===== src/rtl/key_matrix_scanner.sv =====
// 4x4 key matrix scanner: walks one active-low column at a time, samples the
// synchronized rows once per column period and debounces one key at a time.
module key_matrix_scanner #(
  parameter int SETTLE_CYCLES  = 1000,
  parameter int DEBOUNCE_SCANS = 4
) (
  input  logic       clk,
  input  logic       reset,
  input  logic [3:0] row,
  output logic [3:0] col,
  output logic [3:0] key_code,
  output logic       key_valid,
  output logic       key_held
);

  localparam int TW = (SETTLE_CYCLES > 1) ? $clog2(SETTLE_CYCLES) : 1;
  localparam int CW = $clog2(DEBOUNCE_SCANS + 1);
  localparam logic [TW-1:0] TIMER_LAST   = TW'(SETTLE_CYCLES - 1);
  localparam logic [CW-1:0] SCANS_NEEDED = CW'(DEBOUNCE_SCANS);

  typedef enum logic [1:0] {
    SCAN     = 2'd0,
    DEBOUNCE = 2'd1,
    HELD     = 2'd2
  } state_t;

  state_t        state, state_next;
  logic [3:0]    row_meta, row_sync;
  logic [TW-1:0] timer;
  logic [1:0]    col_idx, col_idx_next;
  logic [3:0]    cand, cand_next;
  logic [CW-1:0] cnt, cnt_next, cnt_inc;
  logic [CW-1:0] rel, rel_next, rel_inc;
  logic [3:0]    key_code_next;
  logic          key_valid_next, key_held_next;
  logic          sample_point, single;
  logic [1:0]    row_idx;

  assign sample_point = (timer == TIMER_LAST);
  assign cnt_inc      = cnt + CW'(1);
  assign rel_inc      = rel + CW'(1);
  assign col          = ~(4'b0001 << col_idx);

  // Rows are asynchronous to clk; resetting to all-high reads as "no key".
  always_ff @(posedge clk or posedge reset) begin
    if (reset) begin
      row_meta <= 4'b1111;
      row_sync <= 4'b1111;
    end else begin
      row_meta <= row;
      row_sync <= row_meta;
    end
  end

  always_ff @(posedge clk or posedge reset) begin
    if (reset) timer <= '0;
    else if (sample_point) timer <= '0;
    else timer <= timer + TW'(1);
  end

  always_comb begin
    single  = 1'b1;
    row_idx = 2'd0;
    case (row_sync)
      4'b1110: row_idx = 2'd0;
      4'b1101: row_idx = 2'd1;
      4'b1011: row_idx = 2'd2;
      4'b0111: row_idx = 2'd3;
      default: single = 1'b0;
    endcase
  end

  always_comb begin
    state_next     = state;
    col_idx_next   = col_idx;
    cand_next      = cand;
    cnt_next       = cnt;
    rel_next       = rel;
    key_code_next  = key_code;
    key_valid_next = 1'b0;
    key_held_next  = key_held;
    case (state)
      SCAN: begin
        if (sample_point) begin
          if (single) begin
            cand_next = {col_idx, row_idx};
            if (DEBOUNCE_SCANS == 1) begin
              key_code_next  = {col_idx, row_idx};
              key_valid_next = 1'b1;
              key_held_next  = 1'b1;
              cnt_next       = '0;
              rel_next       = '0;
              state_next     = HELD;
            end else begin
              cnt_next   = CW'(1);
              state_next = DEBOUNCE;
            end
          end else begin
            col_idx_next = col_idx + 2'd1;
          end
        end
      end
      DEBOUNCE: begin
        if (sample_point) begin
          if (single && (row_idx == cand[1:0])) begin
            if (cnt_inc == SCANS_NEEDED) begin
              key_code_next  = cand;
              key_valid_next = 1'b1;
              key_held_next  = 1'b1;
              cnt_next       = '0;
              rel_next       = '0;
              state_next     = HELD;
            end else begin
              cnt_next = cnt_inc;
            end
          end else begin
            cnt_next     = '0;
            col_idx_next = col_idx + 2'd1;
            state_next   = SCAN;
          end
        end
      end
      HELD: begin
        // Only the accepted key's row matters; every other key is ignored.
        if (sample_point) begin
          if (row_sync[cand[1:0]]) begin
            if (rel_inc == SCANS_NEEDED) begin
              key_held_next = 1'b0;
              rel_next      = '0;
              col_idx_next  = col_idx + 2'd1;
              state_next    = SCAN;
            end else begin
              rel_next = rel_inc;
            end
          end else begin
            rel_next = '0;
          end
        end
      end
      default: state_next = SCAN;
    endcase
  end

  always_ff @(posedge clk or posedge reset) begin
    if (reset) state <= SCAN;
    else state <= state_next;
  end

  always_ff @(posedge clk or posedge reset) begin
    if (reset) begin
      col_idx   <= 2'd0;
      cand      <= 4'd0;
      cnt       <= '0;
      rel       <= '0;
      key_code  <= 4'd0;
      key_valid <= 1'b0;
      key_held  <= 1'b0;
    end else begin
      col_idx   <= col_idx_next;
      cand      <= cand_next;
      cnt       <= cnt_next;
      rel       <= rel_next;
      key_code  <= key_code_next;
      key_valid <= key_valid_next;
      key_held  <= key_held_next;
    end
  end

endmodule


===== config.mk =====
export PLATFORM = sky130hd
export DESIGN_NAME = key_matrix_scanner
export DESIGN_NICKNAME = d
export VERILOG_FILES = /design/src/rtl/key_matrix_scanner.sv
export SDC_FILE = /design/constraint.sdc
export NUM_CORES = 1
export LEC_CHECK = 0
export CELL_PAD_IN_SITES_DETAIL_PLACEMENT = 1
export CELL_PAD_IN_SITES_GLOBAL_PLACEMENT = 1
export CORE_UTILIZATION = 41
export CTS_CLUSTER_DIAMETER = 150
export DETAILED_ROUTE_END_ITERATION = 16
export PLACE_DENSITY = 0.72
export SLEW_MARGIN = 20
export SYNTH_ARGS = -nofsm -noshare
export SYNTH_HDL_FRONTEND = slang
export SYNTH_SLANG_ARGS = --single-unit

===== constraint.sdc =====
create_clock -name clk -period 2.2 [get_ports clk]
set_input_delay 0.33 -clock clk [delete_from_list [all_inputs] [get_ports clk]]
set_output_delay 0.33 -clock clk [all_outputs]
set_load 0.02 [all_outputs]

==> impl_results.md <==
* Ys async rst share at 100%
* Synth Register Bits at 38
* Final worst-path cycle share at 97.9%
* Gpl congestion at 0.861
* DR WL/cell at 16.6 um
* Routed via count at 1437
* H-tree levels at 2
* Core region area at 0.00447 mm^2
* HPWL after DPL at 3.10 mm
* Die ar. at 0.00505 mm^2
* Area growth syn-to-layout at 21.9%
* PD cells at 571 mW/mm^2
* EDFF count, synth at 0
* TritonCTS clock tree: yes
* Total congestion overflow at 0
* Worst-path clk slew at 0.08 ns
* Synth Flop Type: dfrtp_1
* Site Rows at 24
* Max-cap viol count at 0
* DR pass1 iterations at 10
* Required time worst endpoint at 2.38 ns
* Detailed Route WL at 4.35 mm
* Slew @ Worst Pin at 0.652 ns
* Final core occ at 53.3%
* Syn Nets at 193
* Synth warn at 0
* CP max-delay cell: dfrtp_1
* Worst min path class: reg2reg
* Synth Instances at 178
* Port Buf Inserts at 15
* Setup-failing EPs final at 0
* CTS root buf: clkbuf_8
* Fmax at 464 MHz
* Antenna Violating Nets Remaining at 0
* VDD IR max at 0.401 mV
* Via/cell ratio at 5.48
* Fin. Hold Viols at 0
* Crit path time final at 2.15 ns
* Leakage power at 1.04 nW
* Buf/Inv on CP at 1
* First-pass GRT wire length at 7.31 mm
* Setup WS pre-CTS at -0.0628 ns
* Synth unique cells at 49
* Fin nets at 224
* Max-slew headroom at 55.8%
* Skew final at 0.00916 ns
* Sequential share of the synthesized area at 49.1%
* Family with the most delay on the worst path: simple AND/OR/NAND/NOR gates
* Largest net degree at the start of global routing at 39
* Clock latency on the worst-skew pair at 0.30 ns
* Startpoint types: register
* Non-Filler Instances at 262
* CTS Sinks at 38
* Starting DRT DRC Count at 48
* Initial Utilization at 43.7%
* Failing checks: DRC
* Placed cells at 248
* Syn Std Cell Area at 0.00196 mm^2
* Vias in the first global route at 1519
* Initial antenna violation count at 0
* TritonCTS buffer count at 5
* Crit Path Class: reg2reg
* DRC violations left at 1
* Top-Level Pins at 16
* Total negative setup slack at 0 ns
* Final worst slack at 0.0464 ns
* Syn Area/Cell at 11.0 um^2
* Worst Path Max Fanout at 6
* CTS Buffer Depth at 2
* Count of final max-slew check failures at 0
* CTS Hold Bufs at 0
* Worst-path cell chain: or3b_4, or3_4, nor4_4, buf_4, mux2_2
* GRT Resource Usage Total at 19.4%
* Crit path DAT at 2.34 ns
* Layout cells sized above 1 at 21.9%
* CP max stage delay at 0.43 ns
* Worst setup EP type: register
* Ant diodes at 0
* Status: finished, violations left
* Die width at 71.1 um
* Die height at 71.1 um
routing by layer:
metal  up-vias  GRT usage [%]  part of all wire (%)
met2        18           34.5                    55
met4         0           9.33                   1.9
li1        683              -                     -
met1       731           21.9                    41
met5         -              0                     0
met3         5           4.70                   2.4
state kept, by name (all words and copies together) (netlist names):
| register | count |
|---|---|
| cand | 4 |
| cnt | 3 |
| col_idx | 2 |
| key_code | 4 |
| key_held | 1 |
| key_valid | 1 |
| rel | 3 |
| row_meta | 4 |
| row_sync | 4 |
| state | 2 |
| timer | 10 |
placed cells by master (no fill, tap or decap), types with 3 or more instances in the layout:
| cell | netlist | layout |
|---|---|---|
| dfrtp_1 | 30 | 30 |
| nor2_1 | 16 | 16 |
| clkdlybuf4s50_1 | 0 | 15 |
| buf_4 | 0 | 14 |
| nand2_1 | 12 | 12 |
| inv_1 | 12 | 12 |
| ha_1 | 9 | 9 |
| dfstp_2 | 8 | 8 |
| nand2b_1 | 7 | 7 |
| nand3_1 | 7 | 7 |
| o21ai_0 | 7 | 7 |
| xor2_1 | 6 | 6 |
| mux2_2 | 5 | 5 |
| mux2_1 | 5 | 5 |
| clkbuf_8 | 0 | 5 |
| a21oi_1 | 3 | 3 |
| and3_1 | 3 | 3 |
| nor3_1 | 3 | 3 |
| o41ai_1 | 3 | 3 |
| xnor2_1 | 3 | 3 |
through the flow:
step	power (mW)	area, um^2	hold slack [ns]
global route	1.42	2390	0.365
floorplan	0.756	1960	0.334
global placement	0.773	2210	0.347
finish	1.36	2390	0.358
CTS	1.39	2340	0.358
detailed placement	0.777	2210	0.349
Yosys cell counts (all sizes together), types with 3 or more instances:
library cell | number | area share (%)
xnor2 | 3 | 1.3
o21ai | 7 | 1.8
inv | 12 | 2.3
o41ai | 3 | 1.3
nor3 | 3 | 0.77
nand2b | 7 | 2.2
clkbuf | 3 | 0.58
or3 | 3 | 1.2
dfrtp | 30 | 38
xor2 | 6 | 2.7
and3 | 3 | 0.96
dfstp | 8 | 11
nand2 | 12 | 2.3
mux2 | 11 | 6.5
nor2 | 16 | 3.1
a21oi | 3 | 0.77
nand3 | 9 | 3.2
ha | 9 | 5.8
power by group:
part / switching [mW] / internal, mW
Sequential: 0.00863 / 0.712
Clock: 0.260 / 0.337
Combinational: 0.0263 / 0.0188
cell type report:
class | count | area (um^2)
clock buffer | 5 | 68.8
clock inverter | 3 | 45.0
fill | 495 | 2090
inverter | 12 | 45.0
multi-input combinational | 123 | 946
sequential | 38 | 961
tap | 52 | 65.1
timing repair buffer | 29 | 255
path summary, 6_finish.rpt:
| check | start | endpoint | slack, ns | depth (start not counted) |
|---|---|---|---|---|
| hold reg to reg | row_meta[2] | row_sync[2] | 0.36 | 0 |
| hold / removal | row_meta[2] | row_sync[2] | 0.36 | 0 |
| min in group asynchronous | reset | timer[4] | 0.46 | 3 |
| setup reg to reg | timer[4] | cand[1] | 0.05 | 5 |
| setup / recovery | timer[4] | cand[1] | 0.05 | 5 |
| max in group asynchronous | reset | row_sync[0] | 1.39 | 3 |
repair_timing:
item,CTS,global route
gates resized for setup,2,0
setup endpoints to repair,4,6
pin swaps,0,4
setup buffers,0,6
cells by family (layout without fill, tap and decap cells):
group	after synthesis	in the layout	share of synthesized area (%)
AOI/OAI and AO/OA	26	26	9.98
adders and majority gates	9	9	5.75
DFF	38	38	49.1
xor gates and xnor gates	9	9	4.03
buffers and inverters	17	49	3.39
muxes	12	12	7.03
and+or+nand+nor	67	67	20.7
Power figures use the tool's default switching activity.
